### config.mk
export PLATFORM = sky130hd
export DESIGN_NAME = frame_draw_sequencer
export DESIGN_NICKNAME = d
export VERILOG_FILES = /design/src/rtl/frame_draw_sequencer.sv
export SDC_FILE = /design/constraint.sdc
export NUM_CORES = 1
export LEC_CHECK = 0
export BUFFER_PORTS_ARGS = -buffer_cell sky130_fd_sc_hd__buf_2
export CAP_MARGIN = 40
export CORE_MARGIN = 1.5
export CORE_UTILIZATION = 55
export CTS_CLUSTER_SIZE = 12
export DETAILED_ROUTE_END_ITERATION = 8
export PLACE_DENSITY = 0.78
export SKIP_CTS_REPAIR_TIMING = 1
export SLEW_MARGIN = 20
export SYNTH_ARGS = -nofsm -noshare
export SYNTH_HDL_FRONTEND = slang
export SYNTH_SLANG_ARGS = --single-unit
### constraint.sdc
create_clock -name iClock -period 2.6 [get_ports iClock]
set_clock_uncertainty 0.15 [all_clocks]
set_input_delay 0.26 -clock iClock [delete_from_list [all_inputs] [get_ports iClock]]
set_output_delay 0.26 -clock iClock [all_outputs]
set_load 0.02 [all_outputs]
### src/rtl/frame_draw_sequencer.sv
// Full-screen redraw sequencer: walks the frame ROM in raster order and plots into the VGA adapter.
// Optional build macro SKIP_BLACK_EN: black pixels (iColour == 3'b000) are not plotted.
module frame_draw_sequencer #(
  parameter int H_RES   = 160,
  parameter int V_RES   = 120,
  parameter int ADDR_W  = 15,
  parameter int ROM_LAT = 1
) (
  input  logic              iClock,
  input  logic              iReset,
  input  logic [2:0]        iState,
  input  logic              iRedraw,
  output logic [2:0]        oFrameSel,
  output logic [ADDR_W-1:0] oAddress,
  input  logic [2:0]        iColour,
  output logic [7:0]        oX,
  output logic [6:0]        oY,
  output logic [2:0]        oColour,
  output logic              oPlot,
  output logic              oBusy,
  output logic              oDone
);

  typedef enum logic [1:0] {IDLE, DRAW, FLUSH} state_e;

  localparam logic [ADDR_W-1:0] LAST_ADDR  = ADDR_W'(H_RES * V_RES - 1);
  localparam logic [7:0]        LAST_X     = 8'(H_RES - 1);
  localparam int                FC_W       = (ROM_LAT > 1) ? $clog2(ROM_LAT) : 1;
  localparam logic [FC_W-1:0]   LAST_FLUSH = FC_W'(ROM_LAT - 1);

  state_e            state_q, state_d;
  logic              pending_q, pending_d;
  logic [2:0]        last_state_q, last_state_d;
  logic [2:0]        frame_sel_q, frame_sel_d;
  logic [ADDR_W-1:0] addr_q, addr_d;
  logic [7:0]        x_q, x_d;
  logic [6:0]        y_q, y_d;
  logic [FC_W-1:0]   flush_cnt_q, flush_cnt_d;
  logic              done_q;
  logic              start, drawing, flush_end;
  logic              state_change, request;

  logic [ROM_LAT-1:0] vld_q;
  logic [7:0]         x_pipe_q [ROM_LAT];
  logic [6:0]         y_pipe_q [ROM_LAT];
  logic               pix_valid;

  // NOTE: sequential state uses non-blocking assignments so every register samples pre-edge values.
  always_ff @(posedge iClock or posedge iReset) begin
    if (iReset) state_q <= IDLE;
    else        state_q <= state_d;
  end

  always_comb begin
    // NOTE: every combinational output gets a default first, so no latch is inferred.
    state_d = state_q;
    case (state_q)
      IDLE:    if (pending_q) state_d = DRAW;
      DRAW:    if (addr_q == LAST_ADDR) state_d = FLUSH;
      FLUSH:   if (flush_cnt_q == LAST_FLUSH) state_d = IDLE;
      default: state_d = IDLE;
    endcase
  end

  always_comb begin
    start     = 1'b0;
    drawing   = 1'b0;
    flush_end = 1'b0;
    oBusy     = 1'b0;
    case (state_q)
      IDLE:  start = pending_q;
      DRAW:  begin drawing = 1'b1; oBusy = 1'b1; end
      FLUSH: begin oBusy = 1'b1; flush_end = (flush_cnt_q == LAST_FLUSH); end
      default: ;
    endcase
  end

  // A redraw before any valid state has been seen has no frame to show, so it is ignored.
  assign state_change = (iState != last_state_q) && (iState != 3'd7);
  assign request      = state_change || (iRedraw && (last_state_q != 3'd7));

  always_comb begin
    pending_d    = pending_q;
    last_state_d = last_state_q;
    frame_sel_d  = frame_sel_q;
    if (start) begin
      pending_d   = 1'b0;
      frame_sel_d = last_state_q;
    end
    if (request)      pending_d    = 1'b1;
    if (state_change) last_state_d = iState;
  end

  always_comb begin
    addr_d = addr_q;
    x_d    = x_q;
    y_d    = y_q;
    if (drawing) begin
      if (addr_q == LAST_ADDR) begin
        addr_d = '0;
        x_d    = '0;
        y_d    = '0;
      end else begin
        addr_d = addr_q + ADDR_W'(1);
        if (x_q == LAST_X) begin
          x_d = '0;
          y_d = y_q + 7'd1;
        end else begin
          x_d = x_q + 8'd1;
        end
      end
    end
  end

  assign flush_cnt_d = (state_q == FLUSH && !flush_end) ? flush_cnt_q + FC_W'(1) : '0;

  always_ff @(posedge iClock or posedge iReset) begin
    if (iReset) begin
      pending_q    <= 1'b0;
      last_state_q <= 3'd7;
      frame_sel_q  <= '0;
      addr_q       <= '0;
      x_q          <= '0;
      y_q          <= '0;
      flush_cnt_q  <= '0;
      done_q       <= 1'b0;
    end else begin
      pending_q    <= pending_d;
      last_state_q <= last_state_d;
      frame_sel_q  <= frame_sel_d;
      addr_q       <= addr_d;
      x_q          <= x_d;
      y_q          <= y_d;
      flush_cnt_q  <= flush_cnt_d;
      done_q       <= flush_end;
    end
  end

  // Coordinates travel alongside the ROM read so they meet iColour in the same cycle.
  always_ff @(posedge iClock or posedge iReset) begin
    if (iReset) begin
      // NOTE: the alignment pipeline is reset so an aborted frame cannot emit a stale plot.
      vld_q <= '0;
      for (int i = 0; i < ROM_LAT; i++) begin
        x_pipe_q[i] <= '0;
        y_pipe_q[i] <= '0;
      end
    end else begin
      vld_q[0]    <= drawing;
      x_pipe_q[0] <= x_q;
      y_pipe_q[0] <= y_q;
      for (int i = 1; i < ROM_LAT; i++) begin
        vld_q[i]    <= vld_q[i-1];
        x_pipe_q[i] <= x_pipe_q[i-1];
        y_pipe_q[i] <= y_pipe_q[i-1];
      end
    end
  end

  assign pix_valid = vld_q[ROM_LAT-1];

`ifdef SKIP_BLACK_EN
  assign oPlot = pix_valid && (iColour != 3'b000);
`else
  assign oPlot = pix_valid;
`endif

  assign oColour   = pix_valid ? iColour : 3'b000;
  assign oX        = x_pipe_q[ROM_LAT-1];
  assign oY        = y_pipe_q[ROM_LAT-1];
  assign oAddress  = addr_q;
  assign oFrameSel = frame_sel_q;
  assign oDone     = done_q;

endmodule

* Word-level counts from Yosys, hierarchy flattened
Cells that the tools add are included.
** Word-level totals
- Output and inout port bits :: 39
- Register bits :: 57
- Input port bits :: 9
- Word-level logic and storage cells :: 55
** Operators by class
- Bitwise logic cells :: 1
- Multiplexer cells :: 17
- Eq/ne operators :: 10
- Add/subtract/negate cells :: 4
- Reductions and logical operators :: 11
** Operators with widths (count)
- $mux W8 :: 2
- $add A15 B1 Y15 const B :: 1
- $eq A15 B15 Y1 const B :: 1
- $mux W15 :: 1
- $mux W7 :: 2
- $add A8 B1 Y8 const B :: 1
- $eq A8 B8 Y1 const B :: 1
- $add A7 B1 Y7 const B :: 1
- $mux W1 :: 7
- $mux W2 :: 3
- $ne A2 B2 Y1 const B :: 3
- $ne A3 B3 Y1 const B :: 2
- $pmux W2 S3 :: 1
- $reduce_bool A2 Y1 :: 2
- $logic_and A1 B1 Y1 :: 3
- $mux W3 :: 1
- $ne A3 B3 Y1 :: 1
- $reduce_and A3 Y1 :: 1
- $eq A2 B1 Y1 const B :: 1
- $eq A2 B2 Y1 const B :: 1
- $logic_not A2 Y1 :: 1
- $reduce_and A2 Y1 :: 1
- $reduce_or A2 Y1 :: 1
- $add A1 B1 Y1 const B :: 1
- other kinds (3) :: 3

* Depth between registers and ports, before layout
Gate-level depths: netlist of the first run.
- Depth after elaboration :: 5
- Mapped depth :: 7
- Gate-level depth less buffers :: 6

* Least setup slack after synthesis of the first run
No wires, ideal clock.
- Path kind :: reg2reg
- Start :: register addr_q[1] (netlist: oAddress[1])
- End :: register state_q[0]
- Cell stages (with the launch flop) :: 7
- Required time :: 2.323 ns
- Clock period less this slack :: 2.172 ns
- Slack :: 0.428 ns
- Setup time :: 0.127 ns
- Arrival time :: 1.895 ns
- Buffers on the path :: 1
- Cell sequence :: dfrtp_1 -> ha_1 -> nand4_1 -> or4_1 -> buf_2 -> a21boi_2 -> mux2_1
** Between the ends
- Cells in the longest elaborated chain, start to end :: 3
** RTL lines
- from (decl) :: line 35 : logic [ADDR_W-1:0] addr_q, addr_d;
- from (signal assigned) :: line 131 : addr_q <= addr_d;
- $eq A15 B15 Y1 :: line 59 : DRAW: if (addr_q == LAST_ADDR) state_d = FLUSH;
- $ne A2 B2 Y1 (no line)
- $reduce_and A3 Y1 (no line)
- to (signal assigned) :: line 51 : else state_q <= state_d;
- to (decl) :: line 31 : state_e state_q, state_d;
No other way between the ends.
A chain may end at the register's enable or synchronous reset.

* Worst setup path after layout of the first run
- Start :: register addr_q[0] (netlist: oAddress[0])
- End :: register state_q[0]
Same word-level chain as after synthesis.

==> results_dict.tcl, run 1 <==
set metrics [dict create \
    clk_latency_ps 330 \
    top_usage_layer "met2" \
    area_delta_synth_final_pct 21.3 \
    crit_buf_inv 0 \
    cts_root_buffer "clkbuf_8" \
    synth_top_family_by_area "simple AND/OR/NAND/NOR gates" \
    row_count 24 \
    use_met1 0.284 \
    rsz0062_at_grt "no" \
    avgSynthCellArea_um2 11.0 \
    synthTopCellsByArea "dfrtp_1 53%, ha_1 3.4%, xnor2_1 3.4%, dfstp_2 3.1%, nand3_1 2.8%" \
    whs_endpoint "last_state_q[0]" \
    port_buffers 47 \
    post-route-period-util 0.865 \
    drv_slew 0 \
    drive_above_1_share 0.260 \
    whs_path_depth 3 \
    core_area_mm2 0.00441 \
    layout.nets 307 \
    tightest_slew_ps 574 \
    antenna_cells 0 \
    antenna_found_initial 0 \
    cpMaxStageDelayCell "or4_1" \
    critPathMaxFanout 9 \
    r2r_start "oAddress[0]" \
    fin_cells 348 \
    synthSimpleGateAreaFrac 0.192 \
    use_met2 0.334 \
    critPathArrivalTime_ps 2310 \
    slowest_delay_ps 680 \
    netlist.area_leader.share 0.531 \
    min_period_ps 2250 \
    antenna_left 0 \
    cp-start-kind "flip-flop" \
    synth_nets 248 \
    initial_core_util 0.576 \
    fp.dieH_um 71.0 \
    dp.final_hpwl_um 3350 \
    timing.critical_path.cells "ha_1 -> nand4_1 -> or4_1 -> a21boi_2 -> mux2_1" \
    layout_commonest_cell "dfrtp_1" \
    synth_mux_area_frac 0.0212 \
    setup_viol 0 \
    hold_violations 0 \
    min_from "iState[0]" \
    tns_ps 0 \
    r2r_slack_ps 350 \
    status "finished clean" \
    grt_first_pass_wirelength_um 8480 \
    syn_inst 232 \
    first_global_vias 1859 \
    clk_pin_slew_worst_paths_ps 60 \
    end_kind "flip-flop" \
    dieWidth_um 71.0 \
    synth_seq_cells 57 \
    async_reset_ff_frac 1.00 \
    synth_compound_area_frac 0.102 \
    yosys_warnings 0 \
    cts_buffer_depth 2 \
    hp-class "in2reg" \
    rr_worst_depth 5 \
    mostFrequentLayoutCells "54 x dfrtp_1, 47 x buf_2, 16 x nand2_1, 15 x nor2_1, 14 x nand3_1" \
    drc 0 \
    wl_per_cell_um 13.9 \
    synth-edff-count 0 \
    cts_tree "yes" \
    fmax_mhz 445 \
    synth_seq_area_share 0.562 \
    htreeDepth 3 \
    cts_sinks 57 \
    place_inst 330 \
    routed_wl_um 4840 \
    ioPinCount 48 \
    cpLargestDelayFamily "simple AND/OR/NAND/NOR gates" \
    vias 1908 \
    track_usage 0.219 \
    static-leakage-power_nw 1.52 \
    max-slew-margin-rel 0.617 \
    synth_ff_type "dfrtp_1" \
    dr.first_iter.drc_count 150 \
    maxCapViolCount 0 \
    r2r_end "state_q[0]" \
    grt_max_degree 49 \
    synth_top_cell_by_area "dfrtp_1" \
    die_area_mm2 0.00504 \
    synthAdderAreaFrac 0.0344 \
    vias_per_cell 5.48 \
    gp_congestion 0.787 \
    path_class "reg2reg" \
    synth_cell_types 48 \
    p_per_area_mw_per_mm2 929 \
    syn_area_mm2 0.00254 \
    critPathRequiredTime_ps 2660 \
    drt_pass1_iterations 4 \
    vdd_drop_max_mv 0.736 \
    synth_xor_area_frac 0.0551 \
    cts_inserted_buffers 9 \
    grt_overflow_total 0 \
    grt_use_met3 0.0726 \
]
## synthesized netlist by cell type, types with 6 or more instances
cell type	number
dfrtp_1	54
nand2_1	16
nor2_1	15
inv_1	14
nand3_1	14
xnor2_1	10
o21ai_0	9
ha_1	7
o2bb2ai_1	6
xor2_1	6
## metrics by stage
step / total power [mW] / utilization / hold slack (ps) / setup slack, ps / instance area [µm²]
after global routing: 3.04 / 0.699 / 38.2 / 186 / 3090
after CTS: 2.89 / 0.694 / -328 / 360 / 3070
after global placement: 2.01 / 0.647 / 31.8 / 448 / 2860
final: 2.87 / 0.699 / 32.5 / 351 / 3090
after detailed placement: 2.03 / 0.647 / 35.7 / 384 / 2860
after floorplan: 1.76 / - / 178 / 428 / 2540
## final cells by class
| type | count | area, µm² |
|---|---|---|
| tap | 52 | 65.1 |
| fill | 349 | 1330 |
| clock buffer | 14 | 173 |
| clock inverter | 2 | 35.0 |
| multi-input combinational | 154 | 1030 |
| sequential | 57 | 1430 |
| inverter | 15 | 56.3 |
| timing repair buffer | 54 | 293 |
## worst max-delay path by stage
stage	from	endpoint	slack, ps	depth (start not counted)
global route	state_q[1]	y_q[1]	190	7
finish	oAddress[0]	state_q[0]	350	5
detailed placement	oAddress[0]	state_q[0]	380	5
floorplan	oAddress[1]	state_q[0]	430	6
CTS	oAddress[0]	state_q[0]	360	5
global placement	oAddress[12]	state_q[0]	450	4
## metal layers
metal,wire [µm],up-vias,share of wire
met2,2290,49,0.47
met3,227,11,0.047
li1,-,936,-
met4,74,0,0.015
met5,0,-,0
met1,2250,912,0.46
## sequential cells by signal, indices dropped and copies added (netlist names)
register	count
last_state_q	3
x_q	8
pending_q	1
oFrameSel	3
flush_cnt_q	1
state_q	2
oY	7
oDone	1
oPlot	1
oX	8
oAddress	15
y_q	7
## power by group
part	switching (mW)	internal [mW]	leakage (nW)
registers	0.162	1.07	0.743
logic	0.494	0.297	0.665
clock network	0.325	0.520	0.107
## cells by family (layout without fill, tap and decap cells)
| logic type | after synthesis | in the layout |
|---|---|---|
| and+or+nand+nor | 87 | 87 |
| DFF | 57 | 57 |
| AOI/OAI and AO/OA | 38 | 38 |
| buffers and inverters | 21 | 85 |
| xor gates and xnor gates | 16 | 16 |
| adders and majority gates | 7 | 7 |
| muxes | 5 | 5 |
| other | 1 | 1 |
## worst min-delay path, delay by kind of cell
family	cells	cell delay, ps
AOI/OAI and AO/OA	1	50
buffers and inverters	2	200
No activity file was read; power rests on OpenSTA's default activity.
==> run 2: changes to the inputs <==
==> constraint.sdc (replaced) <==
create_clock -name iClock -period 2.6 [get_ports iClock]
set_clock_uncertainty 0.15 [all_clocks]
set_input_delay 0.13 -clock iClock [delete_from_list [all_inputs] [get_ports iClock]]
set_output_delay 0.13 -clock iClock [all_outputs]
set_load 0.02 [all_outputs]
==> results_dict.tcl, run 2 (same netlist as run 1, synthesis figures left out) <==
set metrics [dict create \
    track_usage 0.214 \
    dr.first_iter.drc_count 75 \
    drive_above_1_share 0.263 \
    first_global_vias 1856 \
    port_buffers 47 \
    core_area_mm2 0.00441 \
    htreeDepth 3 \
    tns_ps 0 \
    cts_root_buffer "clkbuf_8" \
    critPathArrivalTime_ps 2320 \
    cts_buffer_depth 2 \
    post-route-period-util 0.867 \
    vias 1937 \
    layout.nets 311 \
    final_util 0.726 \
    crit_buf_inv 0 \
    row_count 24 \
    fp.dieH_um 71.0 \
    critPathRequiredTime_ps 2670 \
    cp-start-kind "flip-flop" \
    cp.depth 5 \
    path_class "reg2reg" \
    r2r_slack_ps 350 \
    rsz0062_at_grt "no" \
    static-leakage-power_nw 1.57 \
    grt_overflow_total 0 \
    maxCapViolCount 0 \
    wl_per_cell_um 13.9 \
    end_kind "flip-flop" \
    max-slew-margin-rel 0.604 \
    cts_sinks 57 \
    whs_path_depth 4 \
    ioPinCount 48 \
    preCtsSetupSlack_ps 379 \
    hold_slack_ps 26.6 \
    vias_per_cell 5.50 \
    tightest_slew_ps 593 \
    vdd_drop_max_mv 0.767 \
    clk_pin_slew_worst_paths_ps 60 \
    hold_violations 0 \
    slowest_delay_ps 670 \
    cts_inserted_buffers 9 \
    layout_commonest_cell "dfrtp_1" \
    drv_slew 0 \
    critPathMaxFanout 9 \
    fmax_mhz 444 \
    r2r_start "oAddress[1]" \
    dp.final_hpwl_um 3270 \
    drt_pass1_iterations 4 \
    dieWidth_um 71.0 \
    cts_tree "yes" \
    grt_max_degree 32 \
    gp_congestion 0.793 \
    min_period_ps 2250 \
    rr_worst_depth 5 \
    grt_first_pass_wirelength_um 8340 \
    largest_reg_flops 15 \
    status "finished clean" \
    clk_latency_ps 340 \
    routed_wl_um 4880 \
    critPathCapture "state_q[0]" \
    mostFrequentLayoutCells "54 x dfrtp_1, 47 x buf_2, 16 x nand2_1, 15 x nor2_1, 14 x nand3_1" \
    cpMaxStageDelayCell "or4_1" \
    antenna_found_initial 0 \
    layout_setup_ws_ps 346 \
    die_area_mm2 0.00504 \
    initial_core_util 0.576 \
    setup_viol 0 \
    cpLargestDelayFamily "simple AND/OR/NAND/NOR gates" \
    p_per_area_mw_per_mm2 985 \
    timing.critical_path.cells "ha_1 -> nand4_1 -> or4_1 -> a21boi_2 -> mux2_1" \
    area_delta_synth_final_pct 26.1 \
    antenna_cells 0 \
    r2r_end "state_q[0]" \
    drc 0 \
    crit_start "oAddress[1]" \
    antenna_left 0 \
    hp-class "in2reg" \
]
run 2: changes by cell type in the layout (fill, tap and decap cells not counted):
| cell | change |
|---|---|
| clkbuf_1 | -2 |
| buf_4 | -1 |
| bufinv_16 | +3 |
| buf_12 | +1 |
| clkbuf_8 | -1 |
| dlygate4sd3_1 | +4 |
run 2: per-stage QoR:
| stage | cells | instance area [µm²] | power [mW] |
|---|---|---|---|
| final | 352 | 3210 | 3.16 |
| after global routing | 352 | 3210 | 3.31 |
| after CTS | 346 | 3150 | 3.17 |
| after detailed placement | 330 | 2870 | 2.02 |
| after global placement | 330 | 2870 | 2.01 |
| after floorplan | 232 | 2540 | 1.76 |
run 2: layout make-up:
class | count | area [µm²]
clock buffer | 11 | 151
multi-input combinational | 154 | 1030
timing repair buffer | 58 | 345
sequential | 57 | 1430
tap | 52 | 65.1
inverter | 15 | 56.3
clock inverter | 5 | 125
fill | 317 | 1210
run 2: worst min path at each step:
| stage | start | to | slack [ps] |
|---|---|---|---|
| 2_1_floorplan | iState[1] | last_state_q[2] | 50 |
| 3_3_place_gp | iReset | oAddress[2] | 70 |
| 4_1_cts | iReset | oDone | -280 |
| 5_1_grt | iState[2] | last_state_q[1] | 80 |
| 6_report | iState[2] | last_state_q[1] | 30 |
| 3_5_place_dp | iReset | oFrameSel[2] | 80 |
run 2: worst register-to-register path: cells and delay by family (launching register included):
family | cells | cell delay, ps
AO/OA/AOI/OAI | 1 | 200
flip-flops | 1 | 420
AND/OR/NAND/NOR | 2 | 800
adder cells (fa/ha/maj) | 1 | 230
multiplexers | 1 | 330
run 2: per-layer routing:
| metal | vias up | part of all wire | GRT usage |
|---|---|---|---|
| li1 | 949 | - | - |
| met1 | 925 | 0.46 | 0.280 |
| met2 | 53 | 0.48 | 0.335 |
| met3 | 10 | 0.051 | 0.0427 |
| met4 | 0 | 0.014 | 0.119 |
| met5 | - | 0 | 0 |
run 2: power breakdown:
part | switching (mW) | total, mW | internal [mW] | leakage, nW
logic | 0.498 | 0.800 | 0.302 | 0.687
registers | 0.162 | 1.23 | 1.07 | 0.743
clock network | 0.343 | 1.13 | 0.784 | 0.140
==> run 3: changes to the inputs <==
--- a/config.mk
+++ b/config.mk
@@ -7,6 +7,7 @@
 export LEC_CHECK = 0
 export BUFFER_PORTS_ARGS = -buffer_cell sky130_fd_sc_hd__buf_2
 export CAP_MARGIN = 40
+export CORE_ASPECT_RATIO = 2
 export CORE_MARGIN = 1.5
 export CORE_UTILIZATION = 55
 export CTS_CLUSTER_SIZE = 12
==> results_dict.tcl, run 3 (same netlist as run 1, synthesis figures left out) <==
set metrics [dict create \
    status "finished clean" \
    grt_overflow_total 0 \
    port_buffers 47 \
    r2r_start "oAddress[0]" \
    hold_slack_ps 257 \
    hp-class "in2async" \
    cp-start-kind "flip-flop" \
    antenna_left 0 \
    initial_core_util 0.581 \
    vias_per_cell 5.65 \
    final_area_mm2 0.00317 \
    core_area_mm2 0.00438 \
    hold_violations 0 \
    layout_commonest_cell "dfrtp_1" \
    fp.dieH_um 99.2 \
    filler_cell_count 325 \
    drc 0 \
    layout.nets 313 \
    end_kind "flip-flop" \
    cts_sinks 57 \
    cts_tree "yes" \
    antenna_found_initial 0 \
    track_usage 0.236 \
    rr_worst_depth 5 \
    drv_slew 0 \
    dieWidth_um 51.1 \
    grt_max_degree 30 \
    ioPinCount 48 \
    r2r_slack_ps 390 \
    crit_start "oAddress[0]" \
    gp_congestion 0.859 \
    mostFrequentLayoutCells "54 x dfrtp_1, 47 x buf_2, 16 x nand2_1, 15 x nor2_1, 14 x nand3_1" \
    row_count 34 \
    max-slew-margin-rel 0.598 \
    vdd_drop_max_mv 0.656 \
    largest_reg_flops 15 \
    critPathMaxFanout 9 \
    post-route-period-util 0.852 \
    path_class "reg2reg" \
    routed_wl_um 5450 \
    preCtsSetupSlack_ps 387 \
    layout_setup_ws_ps 386 \
    dp.final_hpwl_um 3800 \
    htreeDepth 3 \
    clk_pin_slew_worst_paths_ps 60 \
    drive_above_1_share 0.265 \
    static-leakage-power_nw 1.55 \
    cts_root_buffer "clkbuf_8" \
    p_per_area_mw_per_mm2 935 \
    fmax_mhz 452 \
    die_area_mm2 0.00507 \
    min_period_ps 2210 \
    maxCapViolCount 0 \
    area_delta_synth_final_pct 24.5 \
    clk_latency_ps 330 \
    first_global_vias 1925 \
    cts_buffer_depth 2 \
    tns_ps 0 \
    antenna_cells 0 \
    grt_first_pass_wirelength_um 8660 \
    rsz0062_at_grt "no" \
    critPathRequiredTime_ps 2670 \
    setup_viol 0 \
    dr.first_iter.drc_count 70 \
    drt_pass1_iterations 4 \
    tightest_slew_ps 602 \
    vias 2013 \
    wl_per_cell_um 15.3 \
    dpl_cell_area_mm2 0.00287 \
    critPathCapture "state_q[0]" \
    r2r_end "state_q[0]" \
    critPathArrivalTime_ps 2280 \
    cts_inserted_buffers 9 \
]
[run 3: changes by cell type in the layout (fill, tap and decap cells not counted)]
cell           before  now
bufinv_16           4    2
dlygate4sd3_1       6    7
buf_12              1    0
clkinvlp_4          0    1
buf_4               4    6
clkinv_2            1    2
[run 3: area by class of cell]
cell class,instances,area (µm²),area share
Multi-Input combinational cell,154,1030,0.326
Inverter,15,56.3,0.0178
Clock buffer,11,151,0.0478
Tap cell,54,67.6,0.0213
Sequential cell,57,1430,0.452
Timing Repair Buffer,60,350,0.111
Clock inverter,5,77.6,0.0245
[run 3: worst min path at each step]
stage	from	endpoint	slack, ps	cells after the start
floorplan	iState[1]	last_state_q[2]	50	1
global placement	iReset	oAddress[6]	80	2
detailed placement	iReset	oAddress[7]	90	2
CTS	iReset	x_q[7]	-290	2
global route	y_q[6]	oY[6]	270	0
finish	iReset	oAddress[7]	260	3
[run 3: worst max-delay path, stage by stage, from the launching register on]
cell	delay, ps
dfrtp_1	410
ha_1	210
nand4_1	120
or4_1	670
a21boi_2	200
mux2_1	330
[run 3: through the flow]
step           power [mW]  cells  utilization
2_1_floorplan        1.76    232            -
3_3_place_gp         2.01    333        0.654
4_1_cts              2.98    349        0.707
3_5_place_dp         2.03    333        0.654
5_1_grt              3.12    356        0.723
6_report             2.96    356        0.723
[run 3: per-layer routing]
layer	track usage	share of wire	vias to the layer above
met2	0.399	0.56	61
met1	0.250	0.37	990
met5	0	0	-
li1	-	-	946
met4	0.141	0.027	0
met3	0.0706	0.045	16
[run 3: where the power goes]
part           internal [mW]  switching [mW]
sequential              1.07           0.164
clock                  0.588           0.345
combinational          0.302           0.495
total                   1.96            1.00
